### src/rtl/fmeter_ctrl.sv
// Sequencer for a reciprocal frequency meter: clears the meter, opens a gate of
// selectable length, waits for the synchronized gate to close and latches the counts.
module fmeter_ctrl #(
    parameter int unsigned GATE0 = 1000,
    parameter int unsigned GATE1 = 10000,
    parameter int unsigned GATE2 = 100000,
    parameter int unsigned GATE3 = 1000000,
    parameter int unsigned TMO   = 2000000
) (
    input  logic        clk,
    input  logic        clr,
    input  logic        start,
    input  logic        stop,
    input  logic        cont,
    input  logic [1:0]  gate_sel,
    output logic        m_clr,
    output logic        m_ss,
    input  logic        m_sta,
    input  logic        m_ovx,
    input  logic        m_ovs,
    input  logic [19:0] m_cntx,
    input  logic [19:0] m_cnts,
    output logic        busy,
    output logic        done,
    output logic [19:0] res_cntx,
    output logic [19:0] res_cnts,
    output logic        ovf,
    output logic        nosig
);

    localparam int unsigned CW = 20;
    localparam int unsigned TW = 21;

    typedef enum logic [2:0] {
        S_IDLE  = 3'd0,
        S_CLEAR = 3'd1,
        S_ARM   = 3'd2,
        S_GATE  = 3'd3,
        S_DRAIN = 3'd4,
        S_LATCH = 3'd5
    } state_e;

    state_e          state_q, state_d;
    logic [1:0]      gsel_q, gsel_d;
    logic [CW-1:0]   gcnt_q, gcnt_d;
    logic [TW-1:0]   tmo_q, tmo_d;
    logic            seen_q, seen_d;

    logic            m_clr_q, m_clr_d;
    logic            m_ss_q, m_ss_d;
    logic            busy_q, busy_d;
    logic            done_q, done_d;
    logic [CW-1:0]   res_cntx_q, res_cntx_d;
    logic [CW-1:0]   res_cnts_q, res_cnts_d;
    logic            ovf_q, ovf_d;
    logic            nosig_q, nosig_d;

    logic            drain_ok, drain_nosig, drain_tmo;

    function automatic logic [CW-1:0] gate_len(input logic [1:0] sel);
        case (sel)
            2'd0:    gate_len = CW'(GATE0);
            2'd1:    gate_len = CW'(GATE1);
            2'd2:    gate_len = CW'(GATE2);
            default: gate_len = CW'(GATE3);
        endcase
    endfunction

    // Drain exit reasons: gate closed normally, never opened, or stuck open.
    assign drain_ok    = !m_sta && seen_q;
    assign drain_nosig = !m_sta && !seen_q && (tmo_q >= TW'(2));
    assign drain_tmo   = m_sta && (tmo_q >= TW'(TMO));

    always_ff @(posedge clk) begin
        if (clr) begin
            state_q    <= S_IDLE;
            gsel_q     <= 2'd0;
            gcnt_q     <= '0;
            tmo_q      <= '0;
            seen_q     <= 1'b0;
            m_clr_q    <= 1'b0;
            m_ss_q     <= 1'b0;
            busy_q     <= 1'b0;
            done_q     <= 1'b0;
            res_cntx_q <= '0;
            res_cnts_q <= '0;
            ovf_q      <= 1'b0;
            nosig_q    <= 1'b0;
        end else begin
            state_q    <= state_d;
            gsel_q     <= gsel_d;
            gcnt_q     <= gcnt_d;
            tmo_q      <= tmo_d;
            seen_q     <= seen_d;
            m_clr_q    <= m_clr_d;
            m_ss_q     <= m_ss_d;
            busy_q     <= busy_d;
            done_q     <= done_d;
            res_cntx_q <= res_cntx_d;
            res_cnts_q <= res_cnts_d;
            ovf_q      <= ovf_d;
            nosig_q    <= nosig_d;
        end
    end

    always_comb begin
        state_d = state_q;
        gsel_d  = gsel_q;
        gcnt_d  = gcnt_q;
        tmo_d   = tmo_q;
        seen_d  = seen_q;
        case (state_q)
            S_IDLE: begin
                if (start && !stop) begin
                    state_d = S_CLEAR;
                    gsel_d  = gate_sel;
                end
            end
            S_CLEAR: begin
                state_d = S_ARM;
                seen_d  = 1'b0;
            end
            S_ARM: begin
                state_d = S_GATE;
                gcnt_d  = gate_len(gsel_q);
                tmo_d   = '0;
            end
            S_GATE: begin
                if (m_sta) begin
                    seen_d = 1'b1;
                end
                gcnt_d = gcnt_q - CW'(1);
                if (gcnt_q <= CW'(1)) begin
                    state_d = S_DRAIN;
                end
            end
            S_DRAIN: begin
                tmo_d = tmo_q + TW'(1);
                if (drain_ok || drain_nosig || drain_tmo) begin
                    state_d = S_LATCH;
                end
            end
            S_LATCH: begin
                state_d = (cont && !stop) ? S_CLEAR : S_IDLE;
            end
            default: state_d = S_IDLE;
        endcase
        // Abort wins everywhere except LATCH, which always finishes its result.
        if (stop && state_q != S_LATCH) begin
            state_d = S_IDLE;
        end
    end

    // Outputs are decoded from the next state so the registers line up with the state.
    always_comb begin
        m_clr_d    = (state_d == S_CLEAR);
        m_ss_d     = (state_d == S_GATE);
        busy_d     = (state_d != S_IDLE);
        done_d     = (state_d == S_LATCH);
        res_cntx_d = res_cntx_q;
        res_cnts_d = res_cnts_q;
        ovf_d      = ovf_q;
        nosig_d    = nosig_q;
        if (state_d == S_LATCH) begin
            res_cntx_d = m_cntx;
            res_cnts_d = m_cnts;
            ovf_d      = m_ovx | m_ovs;
            nosig_d    = !drain_ok;
        end
    end

    assign m_clr    = m_clr_q;
    assign m_ss     = m_ss_q;
    assign busy     = busy_q;
    assign done     = done_q;
    assign res_cntx = res_cntx_q;
    assign res_cnts = res_cnts_q;
    assign ovf      = ovf_q;
    assign nosig    = nosig_q;

endmodule
### config.mk
export PLATFORM = sky130hd
export DESIGN_NAME = fmeter_ctrl
export DESIGN_NICKNAME = d
export VERILOG_FILES = /design/src/rtl/fmeter_ctrl.sv
export SDC_FILE = /design/constraint.sdc
export NUM_CORES = 1
export LEC_CHECK = 0
export ABC_AREA = 1
export CAP_MARGIN = 10
export CORE_MARGIN = 2
export CORE_UTILIZATION = 36
export CTS_CLUSTER_SIZE = 40
export DETAILED_ROUTE_END_ITERATION = 16
export DONT_BUFFER_PORTS = 1
export PLACE_DENSITY = 0.55
export SLEW_MARGIN = 0
export SYNTH_ARGS = -nofsm -noshare
export SYNTH_HDL_FRONTEND = slang
export SYNTH_SLANG_ARGS = --single-unit
### constraint.sdc
create_clock -name clk -period 2.2 [get_ports clk]
set_clock_uncertainty 0.1 [all_clocks]
set_input_delay 0.11 -clock clk [delete_from_list [all_inputs] [get_ports clk]]
set_output_delay 0.11 -clock clk [all_outputs]
set_load 0.05 [all_outputs]
======== After elaboration in Yosys (flattened, before gate mapping) ========
Cells that the tools add are included.
W data, S select, Z words.
word-level totals
  word-level logic and storage cells ...... 63
  input port bits ......................... 50
  bits in registers ....................... 93
operators by class
  reduce and logical (&&, ||, !) cells .... 21
  multiplexer cells ....................... 11
  equality and inequality tests ........... 12
  bitwise operators ....................... 1
  $lt $le $gt $ge ......................... 3
  add/subtract/negate cells ............... 2
operators by type and width
  kind                     number
  $pmux W20 S3             1
  $pmux W21 S2             1
  $pmux W20 S2             1
  $add A21 B1 Y21 const B  1
  $ge A21 B2 Y1 const B    1
  $ge A21 B21 Y1 const B   1
  $le A20 B1 Y1 const B    1
  $sub A20 B1 Y20 const B  1
  $pmux W3 S6              1
  $mux W3                  4
  $eq A3 B2 Y1 const B     3
  $eq A3 B3 Y1 const B     3
  $logic_and A1 B1 Y1      7
  $eq A3 B1 Y1 const B     2
  $reduce_bool A2 Y1       3
  $logic_not A1 Y1         4
  $reduce_and A2 Y1        2
  $logic_not A3 Y1         1
  $ne A3 B3 Y1 const B     1
  $reduce_bool A3 Y1       1
  $eq A2 B1 Y1 const B     1
  $eq A2 B2 Y1 const B     1
  $logic_not A2 Y1         1
  $logic_or A1 B1 Y1       2
  other kinds (4)          5

======== Depth between registers and ports, before layout ========
Gate-level depths: netlist of run 1.
  word-level depth ........................ 9
  depth in mapped cells ................... 14

======== Least setup slack after synthesis of run 1 ========
Ideal clock, no wire load.
  path type ............................... flip-flop to flip-flop
  from .................................... register tmo_q[0]
  to ...................................... register tmo_q[20]
  cell stages (with the launch flop) ...... 11
  setup time .............................. 0.116 ns
  arrival ................................. 1.605 ns
  slack ................................... 0.380 ns
  period minus slack after synthesis ...... 1.820 ns
  cell sequence ........................... dfxtp_1 -> ha_1 -> nand3_1 -> nor2_1 -> inv_1 -> nor3_2 -> nand2_2 -> nor2_4 -> nand4_1 -> o21ai_0 -> nor2_1
between the ends
  word-level cells in the longest chain between the ends .. 2
RTL lines
  what                    line  RTL
  from (decl)             46    logic [TW-1:0] tmo_q, tmo_d;
  from (signal assigned)  93    tmo_q <= tmo_d;
  $add A21 B1 Y21         138   tmo_d = tmo_q + TW'(1);
  $pmux W21 S2            112   case (state_q)
No other way between the ends.
A chain may end at the register's enable or synchronous reset.

======== Final worst setup path of run 1 ========
  from .................................... register tmo_q[0]
  to ...................................... register res_cntx_q[13], in the netlist res_cntx[13]
between the ends
  word-level cells in the longest chain between the ends .. 8
RTL lines
  what                  line  RTL
  $ge A21 B2 Y1         71    assign drain_nosig = !m_sta && !seen_q && (tmo_q >= TW'(2));
  $logic_and A1 B1 Y1   71
  $logic_or A1 B1 Y1    139   if (drain_ok || drain_nosig || drain_tmo) begin
  $logic_or A1 B1 Y1 *  139
  $mux W3 *             139
  $pmux W3 S6 *         112
  $mux W3 *             149   if (stop && state_q != S_LATCH) begin
  $eq A3 B3 Y1 *        164   if (state_d == S_LATCH) begin
  to (signal assigned)  99    res_cntx_q <= res_cntx_d;
  to (decl)             53    logic [CW-1:0] res_cntx_q, res_cntx_d;
Every way passes the cells marked *; elsewhere a longest branch is shown, timed or not.

==> flow_summary.json, run 1 <==
{
  "min_period_ns": 2.064,
  "dp.cells": 855,
  "hold_viol_final": 0,
  "drc_errors": 0,
  "drive_gt1_share_pct": 6.533,
  "wire_per_inst_um": 12.90,
  "clock.fmax_mhz": 484.4,
  "drtIter0Drc": 234,
  "worst_slew_pin_slew_ns": 0.5732,
  "ys_seq_area_share_pct": 40.59,
  "power.total_mw": 3.593,
  "crit_slowest_cell": "dfxtp_1",
  "synthTopCellsByCount": "154 x nand2_1, 144 x nor2_1, 103 x inv_1, 93 x dfxtp_1, 41 x a21oi_1",
  "syn_inst": 697,
  "crit_buf_inv": 2,
  "cts_max_level": 3,
  "slowest_delay_ns": 0.42,
  "dieHeight_um": 116.9,
  "clkPwrFrac_pct": 45.8,
  "die-area_sq_um": 13660,
  "wl_mm": 11.89,
  "muxShareOfSynthArea_pct": 0,
  "cts_sinks": 93,
  "final_nets": 804,
  "stdcell_count": 922,
  "synth-async-reset-ratio_pct": 0,
  "hold_path_class": "in2reg",
  "rsz0062_at_grt": "false",
  "final_max_slew_viol_count": 0,
  "holdWs_ns": 0.1452,
  "yosys_warnings": 0,
  "cts_buffers": 9,
  "synth-seq-cells": 93,
  "area_growth_pct": 22.80,
  "finalWeightedCongestion": 0.8413,
  "grt_max_degree": 61,
  "seq_power_share_pct": 47.6,
  "fin_crit_sh_pct": 93.83,
  "cts_setup_buffers": 0,
  "synth_enable_flop_cells": 0,
  "setup-tns-final_ns": 0,
  "cp-end-kind": "flip-flop",
  "critPathLaunchType": "flip-flop",
  "clockBufferDepth": 2,
  "grt_pass1_wl_mm": 18.94,
  "cp_top_family": "simple AND/OR/NAND/NOR gates",
  "synth_top_family_by_area": "simple AND/OR/NAND/NOR gates",
  "synth_top_area_share_pct": 40.59,
  "leakage_nw": 2.535,
  "grt_pass1_vias": 4112,
  "cpMostUsedCell": "nand2_1",
  "hpwl_mm": 8.165,
  "core_area_sq_um": 12520,
  "ant_nets": 0,
  "switching_share_pct": 22.18,
  "synth-adder-area-share_pct": 2.455,
  "ioPinCount": 96,
  "antenna_found_initial": 0,
  "crit_chain": "inv_1, ha_1, nand2_1, nand3_1, nor2_1, nand2_1, nand3_1, nand3_1, nand4_4, buf_12, nand2_1, nand2_1, nor2_1",
  "grt_usage_pct": 17.44,
  "power_density_nw_per_um2": 637.8,
  "io_buffers": 0,
  "place_area_sq_um": 4787,
  "synth_area_sq_um": 4587,
  "drv_cap": 0,
  "yosys-top-cells-area": "dfxtp_1 41%, nand2_1 13%, nor2_1 12%",
  "cp_max_fo": 60,
  "yosys.area.top_type": "dfxtp_1",
  "vias": 4380,
  "crit_type": "reg2reg",
  "start_util_pct": 36.65,
  "synth_compound_area_share_pct": 12.52,
  "cts_root_buf": "clkbuf_16",
  "internal-power_mw": 2.796,
  "cts_tree": "built",
  "synth_ff_type": "dfxtp_1",
  "stdcell_area_sq_um": 5633,
  "synth_fp_nets": 756,
  "fp-row-count": 41,
  "synth_xor_area_share_pct": 0.5728,
  "ir_worst_vdd_mv": 0.3478,
  "outcome": "complete, no violations",
  "syn_area_per_cell_sq_um": 6.581,
  "arrival_ns": 2.20,
  "viasPerCell": 4.751,
  "overflow": 0,
  "slew_headroom_pct": 61.74,
  "setup_viol": 0,
  "clk_pin_slew_worst_paths_ns": 0.07,
  "n_antenna_cell": 0,
  "yosys.area_share.simple_pct": 32.32,
  "p_comb_share_pct": 6.6,
  "clock_latency_ns": 0.34,
  "die_w_um": 116.9,
  "dr.pass1.iters": 4,
  "switchingPower_uw": 796.7,
  "cp.required_ns": 2.33,
  "ys_types": 42,
  "synth_most_common_cell": "nand2_1"
}
[power groups by stage]
stage / clock [mW] / sequential (mW) / combinational, mW
4_1_cts: 1.70 / 1.71 / 0.236
5_1_grt: 1.76 / 1.71 / 0.266
3_5_place_dp: 0 / 1.75 / 0.148
2_1_floorplan: 0 / 1.75 / 0.119
3_3_place_gp: 0 / 1.75 / 0.146
6_report: 1.64 / 1.71 / 0.237
[placed cells by master, fill, tap and decap left out, types with 2 or more instances in the layout]
| cell | n |
|---|---|
| a21oi_1 | 41 |
| nor3_1 | 12 |
| or2_2 | 3 |
| xor2_1 | 3 |
| clkinv_2 | 3 |
| clkinvlp_4 | 2 |
| nor2_2 | 4 |
| nand2_1 | 154 |
| a221oi_1 | 4 |
| a31oi_1 | 5 |
| inv_2 | 5 |
| nand3_1 | 28 |
| buf_12 | 3 |
| nor2_1 | 142 |
| nand4_1 | 7 |
| dfxtp_1 | 92 |
| nor2_4 | 2 |
| inv_1 | 103 |
| a211oi_1 | 2 |
| buf_4 | 7 |
| o22ai_1 | 2 |
| bufinv_16 | 2 |
| nor4_1 | 2 |
| o211ai_1 | 2 |
| nand2_2 | 2 |
| a22oi_1 | 4 |
| dlygate4sd3_1 | 50 |
| clkbuf_16 | 9 |
| ha_1 | 9 |
| o21ai_0 | 30 |
[per-stage QoR]
stage | setup slack (ns) | util (%)
finish | 0.1357 | 45.00
floorplan | 0.3795 | -
CTS | 0.1615 | 44.92
detailed placement | 0.1927 | 38.24
global route | 0.002233 | 45.00
global placement | 0.2221 | 38.24
[state kept, by name, summed over array words and instances (netlist names), 2 cells and up]
name	count
tmo_q	21
res_cnts	20
state_q	3
gsel_q	2
res_cntx	20
gcnt_q	20
[routing by layer]
| metal | global-route usage (%) | vias to the layer above | share of wire, % |
|---|---|---|---|
| met1 | 21.16 | 1992 | 43 |
| met3 | 3.605 | 13 | 4.0 |
| met4 | 5.647 | 0 | 1.4 |
| met2 | 30.91 | 97 | 51 |
| li1 | - | 2278 | - |
| met5 | 0 | - | 0 |
[worst paths after layout]
| check | from | end | slack [ns] | cells past startpoint |
|---|---|---|---|---|
| setup / recovery | tmo_q[0]$_SDFFE_PP0P_ | res_cntx[13]$_SDFFE_PP0N_ | 0.14 | 13 |
| hold / removal | m_sta | state_q[0]$_SDFF_PP0_ | 0.15 | 5 |
| setup reg to reg | tmo_q[0]$_SDFFE_PP0P_ | res_cntx[13]$_SDFFE_PP0N_ | 0.14 | 13 |
| hold reg to reg | tmo_q[4]$_SDFFE_PP0P_ | tmo_q[4]$_SDFFE_PP0P_ | 0.38 | 2 |
[cells by family (layout without fill, tap and decap cells)]
family,count (synthesis),count (layout)
AO/OA/AOI/OAI,100,100
XOR/XNOR,3,3
adder cells (fa/ha/maj),9,9
buffers and inverters,132,185
flip-flops,93,93
AND/OR/NAND/NOR,360,360
[worst min-delay path, delay by kind of cell]
kind          cells  cell delay [ns]
simple gates      5             0.43
[layout make-up]
| class | instances | area (sq um) |
|---|---|---|
| Clock buffer | 9 | 225.2 |
| Clock inverter | 7 | 90.09 |
| Inverter | 108 | 405.4 |
| Fill cell | 1314 | 6884 |
| Sequential cell | 93 | 1863 |
| Multi-Input combinational cell | 472 | 2210 |
| Timing Repair Buffer | 61 | 624.3 |
| Tap cell | 172 | 215.2 |
[repair_timing]
action,4_1_cts,5_1_grt
endpoints found under the hold margin,74,0
setup endpoints to repair,0,8
hold buffers,51,0
resized for setup,0,4
Power figures use the tool's default switching activity.
==> run 2: changes to the inputs <==
--- a/config.mk
+++ b/config.mk
@@ -5,7 +5,6 @@
 export SDC_FILE = /design/constraint.sdc
 export NUM_CORES = 1
 export LEC_CHECK = 0
-export ABC_AREA = 1
 export CAP_MARGIN = 10
 export CORE_MARGIN = 2
 export CORE_UTILIZATION = 36
@@ -13,6 +12,7 @@
 export DETAILED_ROUTE_END_ITERATION = 16
 export DONT_BUFFER_PORTS = 1
 export PLACE_DENSITY = 0.55
+export SETUP_SLACK_MARGIN = 0.2
 export SLEW_MARGIN = 0
 export SYNTH_ARGS = -nofsm -noshare
 export SYNTH_HDL_FRONTEND = slang
==> run 2 against run 1 <==
The run now ends with negative hold slack left. Hold slack got worse by 0.42 ns. Maximum frequency increased by 6.6%. Combinational power increased by 52%. Sequential share of layout area decreased by 4.2 points. Area after synthesis increased by 12%. Critical path depth decreased by 5. Sequential power about the same. Critical path type unchanged. Largest cell class unchanged. Highest routed layer unchanged.
==> flow_summary.json, run 2 <==
{
  "outcome": "finished, violations left",
  "violations": "negative hold slack",
  "setup-tns-final_ns": 0,
  "muxShareOfSynthArea_pct": 1.439,
  "cp_top_family": "simple AND/OR/NAND/NOR gates",
  "ir_worst_vdd_mv": 0.3877,
  "synth_ff_type": "dfxtp_1",
  "syn_inst": 664,
  "grt_pass1_wl_mm": 25.96,
  "cp-end-kind": "flip-flop",
  "cts_sinks": 93,
  "crit_buf_inv": 2,
  "hold_path_end": "tmo_q[0]$_SDFFE_PP0P_",
  "grt_pass1_vias": 5110,
  "crit_slowest_cell": "or3_4",
  "grt_max_degree": 90,
  "area_growth_pct": 26.18,
  "antenna_found_initial": 0,
  "clock_latency_ns": 0.35,
  "critPathLaunchType": "flip-flop",
  "synth_area_sq_um": 5129,
  "hpwl_mm": 9.869,
  "clk_pin_slew_worst_paths_ns": 0.06,
  "synth_top_family_by_area": "simple AND/OR/NAND/NOR gates",
  "final_nets": 780,
  "io_buffers": 0,
  "core_area_sq_um": 13880,
  "cts_buffers": 9,
  "ant_nets": 0,
  "ys_seq_area_share_pct": 36.30,
  "vias": 5322,
  "synth-async-reset-ratio_pct": 0,
  "reg2reg_from": "tmo_q[0]$_SDFFE_PP0P_",
  "slowest_delay_ns": 0.39,
  "synth_fp_nets": 723,
  "yosys_warnings": 0,
  "synth_enable_flop_cells": 0,
  "yosys.area.top_type": "dfxtp_1",
  "cts_root_buf": "clkbuf_16",
  "worst_slew_pin_slew_ns": 0.5686,
  "regMostFlops": "tmo_q",
  "power_density_nw_per_um2": 544.6,
  "synth_top_area_share_pct": 36.30,
  "drc_errors": 0,
  "synthTopCellsByCount": "102 x nand3_1, 93 x dfxtp_1, 52 x nand4_1, 51 x nor2_1, 50 x o21ai_0",
  "cts_max_level": 3,
  "drv_cap": 0,
  "wl_mm": 15.85,
  "drive_gt1_share_pct": 14.21,
  "synth_xor_area_share_pct": 0.5123,
  "pre_cts_slack_ns": 0.02710,
  "start_util_pct": 36.95,
  "synth_most_common_cell": "nand3_1",
  "layout_common_cells": "100 x nand3_1, 90 x dfxtp_1, 52 x nand4_1",
  "finalWeightedCongestion": 0.8423,
  "die-area_sq_um": 15220,
  "ys_types": 57,
  "yosys-top-cells-area": "dfxtp_1 36%, nand3_1 10%, nand4_1 6.3%",
  "synth_compound_area_share_pct": 16.30,
  "hold_viol_final": 82,
  "fp-row-count": 43,
  "syn_area_per_cell_sq_um": 7.724,
  "arrival_ns": 2.07,
  "crit_chain": "inv_1, ha_1, nor3_2, nand3_2, or3_4, buf_4, nand4_1, nand3_1",
  "holdWs_ns": -0.2723,
  "setup_viol": 0,
  "rrSetupSlack_ns": 0.26,
  "dp.cells": 840,
  "synth-adder-area-share_pct": 2.196,
  "dr.pass1.iters": 6,
  "clockBufferDepth": 2,
  "clock.fmax_mhz": 516.2,
  "drtIter0Drc": 379,
  "cp.required_ns": 2.33,
  "hp-start": "clr",
  "dieHeight_um": 123.4,
  "timing.rr.end": "res_cnts[7]$_SDFFE_PP0N_",
  "worstHoldPathCells": 1,
  "viasPerCell": 5.881,
  "layout_commonest_cell": "nand3_1",
  "wire_per_inst_um": 17.51,
  "cts_tree": "built",
  "synth-seq-cells": 93,
  "hold_path_class": "in2reg",
  "leakage_nw": 2.409,
  "min_period_ns": 1.937,
  "fin_crit_sh_pct": 88.05,
  "hold_buffers": 48,
  "largest_reg_flops": 21,
  "crit_type": "reg2reg",
  "ioPinCount": 96,
  "grt_usage_pct": 21.38,
  "stdcell_count": 905,
  "die_w_um": 123.4,
  "rr_worst_depth": 8,
  "yosys.area_share.simple_pct": 37.67,
  "setup_ws_ns": 0.2629,
  "cp_max_fo": 10,
  "n_antenna_cell": 0,
  "overflow": 0,
  "slew_headroom_pct": 62.04,
  "final_max_slew_viol_count": 0,
  "rsz0062_at_grt": "true"
}
[run 2: changes by cell type in the layout (fill, tap and decap cells not counted), moves of 19 or more]
cell     delta
o21ai_0    +19
inv_1      -91
nor2_1     -93
nand2_1   -130
buf_4      +43
nand4_1    +45
nor3b_1    +43
nand3_1    +72
[run 2: how the worst max path moves through the flow]
stage | startpoint | end | cells after the start
after CTS | tmo_q[0]$_SDFFE_PP0P_ | state_q[0]$_SDFF_PP0_ | 7
after floorplan | gcnt_q[3]$_SDFFE_PP0N_ | gcnt_q[17]$_SDFFE_PP0N_ | 6
final | tmo_q[0]$_SDFFE_PP0P_ | res_cnts[7]$_SDFFE_PP0N_ | 8
after global routing | state_q[1]$_SDFF_PP0_ | gcnt_q[7]$_SDFFE_PP0N_ | 6
after global placement | gcnt_q[4]$_SDFFE_PP0N_ | m_clr$_SDFF_PP0_ | 5
after detailed placement | gcnt_q[4]$_SDFFE_PP0N_ | m_clr$_SDFF_PP0_ | 5
[run 2: layout make-up]
| cell class | instances | area [sq um] |
|---|---|---|
| clock inverter | 2 | 10.01 |
| fill | 1352 | 7410 |
| tap | 180 | 225.2 |
| multi-input combinational | 499 | 3080 |
| sequential | 93 | 1866 |
| inverter | 13 | 48.80 |
| clock buffer | 13 | 250.2 |
| timing repair buffer | 105 | 991.0 |
[run 2: per-layer routing]
layer	track usage (%)	wire, um
met1	28.21	6975
met2	33.96	7567
met3	5.627	1068
met4	6.889	234
met5	0	0
[run 2: logic make-up (layout without fill, tap and decap cells)]
group                    count (synthesis)  count (layout)
AND/OR/NAND/NOR                        345             345
AO/OA/AOI/OAI                          135             135
buffers and inverters                   72             133
flip-flops                              93              93
adder cells (fa/ha/maj)                  9               9
multiplexers                             7               7
XOR/XNOR                                 3               3
[run 2: worst register-to-register path, delay by kind of cell, from the launching register on]
family	cells	cell delay, ns
adders and majority gates	1	0.20
and+or+nand+nor	5	0.91
buffers and inverters	2	0.25
DFF	1	0.37
[run 2: what timing repair did]
item,in CTS,in global routing
pin swaps,2,3
endpoints found under the hold margin,89,82
gates resized for setup,7,19
endpoints found under the setup margin,45,57
gates cloned,1,0
buffers inserted,1,0
[run 2: power breakdown]
| group | internal [mW] | total (mW) | switching (mW) |
|---|---|---|---|
| sequential | 1.69 | 1.71 | 0.0167 |
| combinational | 0.162 | 0.361 | 0.199 |
| clock | 0.789 | 1.45 | 0.664 |
| total | 2.64 | 3.52 | 0.880 |
[run 2: per-stage QoR]
| step | instance area (sq um) | util (%) | power [mW] |
|---|---|---|---|
| floorplan | 5129 | - | 1.953 |
| global placement | 5590 | 40.27 | 2.012 |
| detailed placement | 5590 | 40.27 | 2.014 |
| CTS | 6400 | 46.11 | 3.543 |
| global route | 6471 | 46.62 | 3.639 |
| finish | 6471 | 46.62 | 3.524 |
